--- config.mk ---
export PLATFORM = sky130hd
export DESIGN_NAME = serdes_link_ctrl
export DESIGN_NICKNAME = d
export VERILOG_FILES = /design/src/rtl/serdes_link_ctrl.sv
export SDC_FILE = /design/constraint.sdc
export NUM_CORES = 1
export LEC_CHECK = 0
export CAP_MARGIN = 20
export CORE_MARGIN = 2
export CORE_UTILIZATION = 54
export DETAILED_ROUTE_END_ITERATION = 10
export PLACE_DENSITY = 0.8
export SLEW_MARGIN = 40
export SYNTH_ARGS = -nofsm -noshare
export SYNTH_HDL_FRONTEND = slang
export SYNTH_SLANG_ARGS = --single-unit
--- constraint.sdc ---
create_clock -name clk -period 3.3 [get_ports clk]
set_clock_uncertainty 0.15 [all_clocks]
set_input_delay 0.33 -clock clk [delete_from_list [all_inputs] [get_ports clk]]
set_output_delay 0.33 -clock clk [all_outputs]
set_load 0.005 [all_outputs]
--- src/rtl/serdes_link_ctrl.sv ---
// Link bring-up and traffic controller for the 8b10b SERDES parallel domain.
// Forces K28.5 until the receiver locks, then muxes user words with comma fill.
`timescale 1ns/1ps

module serdes_link_ctrl #(
  parameter int LOCK_COUNT     = 16,
  parameter int ALIGN_TIMEOUT  = 1024,
  parameter int COMMA_MIN      = 64,
  parameter int ERR_WINDOW     = 256,
  parameter int ERR_THRESH     = 4,
  parameter int COMMA_INTERVAL = 512
) (
  input  logic       clk,
  input  logic       rst_n,
  input  logic       link_enable,
  input  logic [7:0] tx_user_data,
  input  logic       tx_user_k,
  input  logic       tx_user_valid,
  output logic       tx_user_ready,
  output logic [7:0] tx_data,
  output logic       tx_k,
  input  logic [7:0] rx_data,
  input  logic       rx_k,
  input  logic       rx_valid,
  input  logic       rx_disp_err,
  input  logic       rx_code_err,
  output logic [7:0] rx_user_data,
  output logic       rx_user_k,
  output logic       rx_user_valid,
  output logic       link_up,
  output logic [1:0] link_state,
  output logic [7:0] resync_count
);

  localparam logic [1:0] ST_IDLE     = 2'd0;
  localparam logic [1:0] ST_TX_COMMA = 2'd1;
  localparam logic [1:0] ST_ALIGN    = 2'd2;
  localparam logic [1:0] ST_UP       = 2'd3;

  localparam logic [7:0] K28_5 = 8'hBC;

  localparam int CYC_W  = $clog2(COMMA_MIN + 1);
  localparam int LOCK_W = $clog2(LOCK_COUNT + 1);
  localparam int TO_W   = $clog2(ALIGN_TIMEOUT + 1);
  localparam int WORD_W = $clog2(COMMA_INTERVAL + 1);
  localparam int WIN_W  = $clog2(ERR_WINDOW + 1);
  localparam int ERR_W  = $clog2(ERR_THRESH + 1);

  logic [1:0]      r_state;
  logic [CYC_W-1:0]  r_cyc_cnt;
  logic [LOCK_W-1:0] r_lock_cnt;
  logic [TO_W-1:0]   r_to_cnt;
  logic [WORD_W-1:0] r_word_cnt;
  logic [WIN_W-1:0]  r_win_cnt;
  logic [ERR_W-1:0]  r_err_cnt;
  logic [7:0]      r_resync_cnt;
  logic [7:0]      r_tx_data;
  logic            r_tx_k;
  logic [7:0]      r_rx_user_data;
  logic            r_rx_user_k;
  logic            r_rx_user_valid;

  logic       w_is_up;
  logic       w_force_comma;
  logic       w_accept;
  logic       w_rx_err;
  logic       w_rx_comma;
  logic       w_clean_comma;
  logic       w_lock_hit;
  logic       w_align_tmo;
  logic       w_win_end;
  logic       w_err_trip;
  logic       w_deliver;
  logic [1:0] w_state_nxt;
  logic       w_resync_inc;
  logic       w_state_chg;

  assign w_is_up       = (r_state == ST_UP);
  assign w_force_comma = w_is_up && (r_word_cnt == WORD_W'(COMMA_INTERVAL));
  assign tx_user_ready = w_is_up && !w_force_comma;
  assign w_accept      = tx_user_valid && tx_user_ready;

  assign w_rx_err      = rx_disp_err || rx_code_err;
  assign w_rx_comma    = rx_k && (rx_data == K28_5);
  assign w_clean_comma = rx_valid && w_rx_comma && !w_rx_err;
  assign w_lock_hit    = w_clean_comma && (r_lock_cnt == LOCK_W'(LOCK_COUNT - 1));
  assign w_align_tmo   = (r_to_cnt == TO_W'(ALIGN_TIMEOUT - 1));
  assign w_win_end     = (r_win_cnt == WIN_W'(ERR_WINDOW - 1));
  // The error that completes a window is still counted before the window clears.
  assign w_err_trip    = rx_valid && w_rx_err && (r_err_cnt == ERR_W'(ERR_THRESH - 1));
  assign w_deliver     = w_is_up && rx_valid && !w_rx_err && !w_rx_comma;

  // NOTE: every signal assigned in always_comb gets a default first so no latch is inferred.
  always_comb begin
    w_state_nxt  = r_state;
    w_resync_inc = 1'b0;
    if (!link_enable) begin
      w_state_nxt = ST_IDLE;
    end else begin
      case (r_state)
        ST_IDLE:     w_state_nxt = ST_TX_COMMA;
        ST_TX_COMMA: if (r_cyc_cnt == CYC_W'(COMMA_MIN - 1)) w_state_nxt = ST_ALIGN;
        ST_ALIGN: begin
          if (w_lock_hit) begin
            w_state_nxt = ST_UP;
          end else if (w_align_tmo) begin
            w_state_nxt  = ST_TX_COMMA;
            w_resync_inc = 1'b1;
          end
        end
        ST_UP: begin
          if (w_err_trip) begin
            w_state_nxt  = ST_TX_COMMA;
            w_resync_inc = 1'b1;
          end
        end
        default:     w_state_nxt = ST_IDLE;
      endcase
    end
  end

  assign w_state_chg = (w_state_nxt != r_state);

  // NOTE: sequential state uses non-blocking assignments so all registers update together.
  always_ff @(posedge clk or negedge rst_n) begin
    if (!rst_n) begin
      r_state      <= ST_IDLE;
      r_cyc_cnt    <= '0;
      r_lock_cnt   <= '0;
      r_to_cnt     <= '0;
      r_word_cnt   <= '0;
      r_win_cnt    <= '0;
      r_err_cnt    <= '0;
      r_resync_cnt <= '0;
    end else begin
      r_state <= w_state_nxt;
      if (w_resync_inc && (r_resync_cnt != 8'hFF)) begin
        r_resync_cnt <= r_resync_cnt + 8'd1;
      end
      // Every transition starts the new state with all phase counters at zero.
      if (w_state_chg) begin
        r_cyc_cnt  <= '0;
        r_lock_cnt <= '0;
        r_to_cnt   <= '0;
        r_word_cnt <= '0;
        r_win_cnt  <= '0;
        r_err_cnt  <= '0;
      end else begin
        case (r_state)
          ST_TX_COMMA: r_cyc_cnt <= r_cyc_cnt + CYC_W'(1);
          ST_ALIGN: begin
            r_to_cnt <= r_to_cnt + TO_W'(1);
            if (rx_valid) begin
              r_lock_cnt <= w_clean_comma ? (r_lock_cnt + LOCK_W'(1)) : '0;
            end
          end
          ST_UP: begin
            if (w_force_comma) begin
              r_word_cnt <= '0;
            end else if (w_accept) begin
              r_word_cnt <= r_word_cnt + WORD_W'(1);
            end
            if (rx_valid) begin
              if (w_win_end) begin
                r_win_cnt <= '0;
                r_err_cnt <= '0;
              end else begin
                r_win_cnt <= r_win_cnt + WIN_W'(1);
                r_err_cnt <= r_err_cnt + ERR_W'(w_rx_err);
              end
            end
          end
          default: ;
        endcase
      end
    end
  end

  // Datapath registers; reset leaves the encoder sending K28.5.
  always_ff @(posedge clk or negedge rst_n) begin
    if (!rst_n) begin
      r_tx_data       <= K28_5;
      r_tx_k          <= 1'b1;
      r_rx_user_data  <= '0;
      r_rx_user_k     <= 1'b0;
      r_rx_user_valid <= 1'b0;
    end else begin
      r_tx_data       <= w_accept ? tx_user_data : K28_5;
      r_tx_k          <= w_accept ? tx_user_k : 1'b1;
      r_rx_user_valid <= w_deliver;
      if (w_deliver) begin
        r_rx_user_data <= rx_data;
        r_rx_user_k    <= rx_k;
      end
    end
  end

  assign tx_data       = r_tx_data;
  assign tx_k          = r_tx_k;
  assign rx_user_data  = r_rx_user_data;
  assign rx_user_k     = r_rx_user_k;
  assign rx_user_valid = r_rx_user_valid;
  assign link_up       = w_is_up;
  assign link_state    = r_state;
  assign resync_count  = r_resync_cnt;

endmodule
==> Implementation_results.wiki <==
{| class="wikitable"
! Metric !! Value
|-
| Post-DP HPWL || 5269 um
|-
| Cell area power density || 387.7 mW/mm^2
|-
| Fraction of the yosys area taken by sequential cells || 51.21%
|-
| Depth of the most critical reg-to-reg path || 8
|-
| Overall die width || 86 um
|-
| Routed wire length per instance || 14.80 um
|-
| Detailed-routing iteration count for the pre-antenna-repair pass || 4
|-
| Slack of the worst reg-to-reg path || 0.58 ns
|-
| Setup repair after global routing missed its margin || false
|-
| F_max || 367.9 MHz
|-
| RR Endpoint || resync_count[1]
|-
| Clock sink count || 74
|-
| Required arrival time at the worst endpoint || ~3.4 ns
|-
| Synth Warn # || 0
|-
| Most common cell in the netlist || dfrtp_1
|-
| Pins Over Slew Limit || 0
|-
| Vertical die dimension || 86 um
|-
| Vias || 2891
|-
| Sequential share of power || 52.9%
|-
| Number of nets produced by synthesis || 400
|-
| Maximum VDD drop || 0.2838 mV
|-
| Post-synth design cell area || 0.003631 mm^2
|-
| Worst r2r src || r_lock_cnt[0]
|-
| Clock tree root buffer cell || clkbuf_8
|-
| Flops & latches, synth || 74
|-
| Relative slew slack || 67.06%
|-
| Met3 usage || 4.235%
|-
| Core occupancy in the finished layout || a little over two thirds
|-
| Combinational fraction of design power || 6.1%
|-
| Final Routed Wirelength || roughly 7500 um
|-
| Detail-routed via count per cell || 5.680
|-
| Initial core utilization || between 50% and 60%
|-
| Crit path arrival time || 2.80 ns
|-
| DRC violations left || 0
|-
| Met1 Use GR || between 20% and 30%
|-
| Top FF cell, synth || dfrtp_1
|-
| Floorplan row count || 29
|-
| Post-route minimum period || 2.718 ns
|-
| Smallest setup slack after layout || 0.5817 ns
|-
| Result of the run || finished, final reports clean
|-
| WHS || around 0.33 ns
|-
| Total negative setup slack || 0 ns
|-
| Initial antenna violation count || 0
|-
| Yosys top cell area share || 46.86%
|-
| CTS tree || yes
|-
| Mapped Cells || 365
|-
| Worst Tran Pin Value || approximately 0.49 ns
|-
| Gr ovfl total || 0
|-
| Largest area contributor in the synthesized netlist || dfrtp_1
|-
| Pre-CTS worst setup slack || ~0.45 ns
|-
| Capturing element type of the critical path || flip-flop
|-
| Post-layout nets || 462
|-
| CTS buffer count || 9
|-
| Count of flip-flops with a built-in enable after synthesis || 0
|-
| Period utilization || 82.37%
|-
| Final Setup Violations || 0
|-
| List of most frequent post-synthesis cells || 68 x dfrtp_1, 50 x nor2_1, 33 x nand2_1
|-
| Synth top area cells || dfrtp_1 47%, nor2_1 5.2%, dfstp_2 4.3%, xor2_1 4.1%, ha_1 3.4%
|-
| Core area || 0.006422 mm^2
|-
| GRT Resource Usage Total || 22.01%
|-
| Final Hold Fails || 0
|-
| Worst-path clk slew || 0.08 ns
|-
| Global-route met2 utilization || about 37%
|-
| Proportion of power drawn by the clock network || 41.0%
|-
| Number of design-rule violations left by the first detailed-router iteration || ~120
|-
| Busiest metal layer after global routing || met2
|-
| Cell Int Power || 0.001355 W
|-
| Number of distinct standard cells referenced by the synthesized netlist || 51
|-
| Longest Clk Path Bufs || 2
|-
| Switching power summed over all nets || 0.0003958 W
|-
| Switching power share of the total || 22.60%
|-
| Setup Crit Path Kind || flip-flop to flip-flop
|-
| Port Buffers || 55
|-
| Max capacitance violation total || 0
|-
| Num ports || 56
|-
| Via count of the first global-routing pass || 2899
|-
| First-pass GRT wire length || 12830 um
|-
| Growth of design area from synthesis to finish || 24.40%
|-
| Average size of a mapped cell || 9.948 um^2
|-
| Share of synthesized flip-flops with an asynchronous set or reset || 100.0%
|-
| Number of levels the H-tree was split into || 3
|-
| Leakage || 1.955 nW
|-
| Die Outline Area || 0.007396 mm^2
|-
| Number of diodes || 0
|-
| Final Wtd Congestion || roughly 0.83
|-
| Crit Path Max Fanout || 7
|-
| Fraction of layout instances using a drive strength above 1 || roughly 12%
|-
| Kind of start point of the critical path || flip-flop
|-
| Post-route antenna net violation count || 0
|-
| Pin count of the biggest net entering global routing || 43
|-
| Tightest Hold Check Type || input pin to async pin
|-
| Latest clock arrival within the worst-skew pair || 0.35 ns
|}
[worst max-delay path, stage by stage, from the launching register on]
cell     delay [ns]
dfrtp_1        0.39
ha_1           0.20
and3_1         0.16
ha_1           0.12
or4bb_1        0.41
nor4_2         0.38
o32a_1         0.39
nor2_1         0.12
mux2_2         0.29
[flip-flops by register name, summed over array words and instances, names as in the netlist]
signal         cells
link_state         2
r_to_cnt          11
rx_user_valid      1
r_win_cnt          9
r_cyc_cnt          7
rx_user_data       8
resync_count       8
r_word_cnt        10
tx_k               1
tx_data            8
rx_user_k          1
r_err_cnt          3
r_lock_cnt         5
[cells in the final DEF, fill, tap and decap left out, drive strengths merged, types with 6 or more instances in the layout]
master          n
a21oi          15
and3            9
buf             6
clkbuf         11
clkdlybuf4s50  54
dfrtp          68
dfstp           6
ha             10
inv             7
mux2            9
nand2          33
nand3          14
nand4           9
nor2           51
nor2b           7
nor3           14
o21ai          10
or2             8
xnor2           7
xor2           17
[cell families after synthesis]
kind of cell / Yosys count / share of synthesized area (%)
XOR/XNOR: 24 / 5.789
multiplexers: 9 / 2.791
AO/OA/AOI/OAI: 54 / 9.890
AND/OR/NAND/NOR: 177 / 24.95
flip-flops: 74 / 51.21
adder cells (fa/ha/maj): 10 / 3.446
buffers and inverters: 17 / 1.930
[final cells by class]
cell class | instances | area, um^2
inverters | 7 | 26.28
well taps | 77 | 96.34
repair buffers | 61 | 620.6
flip-flops and latches | 74 | 1859
multi-input cells | 274 | 1710
fillers | 493 | 1906
clock buffers | 11 | 151.4
clock inverters | 5 | 52.55
[timing repair]
item	CTS	global route
buffers inserted	0	0
hold buffers	1	0
endpoints found under the hold margin	34	0
gates resized for setup	0	0
[per-layer routing]
layer / routed length, um / part of all wire [%]
met4: 97 / 1.3
met5: 0 / 0
met3: 248 / 3.3
met2: 3679 / 49
met1: 3509 / 47
[stage by stage]
step / total power [W] / cells / cell area (um^2)
after global routing: 0.001816 / 509 / 4517
after floorplan: 0.0009761 / 365 / 3631
final: 0.001751 / 509 / 4517
after global placement: 0.001049 / 492 / 4300
after detailed placement: 0.001051 / 492 / 4300
after CTS: 0.001762 / 509 / 4514
[power by group through the flow]
stage          combinational, W  sequential [W]  clock [W]
2_1_floorplan         0.0000348        0.000941          0
3_3_place_gp           0.000106        0.000943          0
3_5_place_dp           0.000108        0.000943          0
4_1_cts                0.000109        0.000926   0.000727
5_1_grt                0.000120        0.000927   0.000770
6_report               0.000107        0.000926   0.000718
[how the worst max path moves through the flow]
stage	slack (ns)	depth (start not counted)	to	from
after floorplan	0.81	9	r_win_cnt[5]	r_lock_cnt[0]
after global placement	0.50	5	r_lock_cnt[3]	rx_valid
after detailed placement	0.45	6	resync_count[1]	rx_valid
after CTS	0.58	8	resync_count[1]	r_lock_cnt[0]
after global routing	0.37	8	resync_count[1]	r_lock_cnt[0]
final	0.58	8	resync_count[1]	r_lock_cnt[0]
Note: power is estimated with default switching activity, not from simulation.
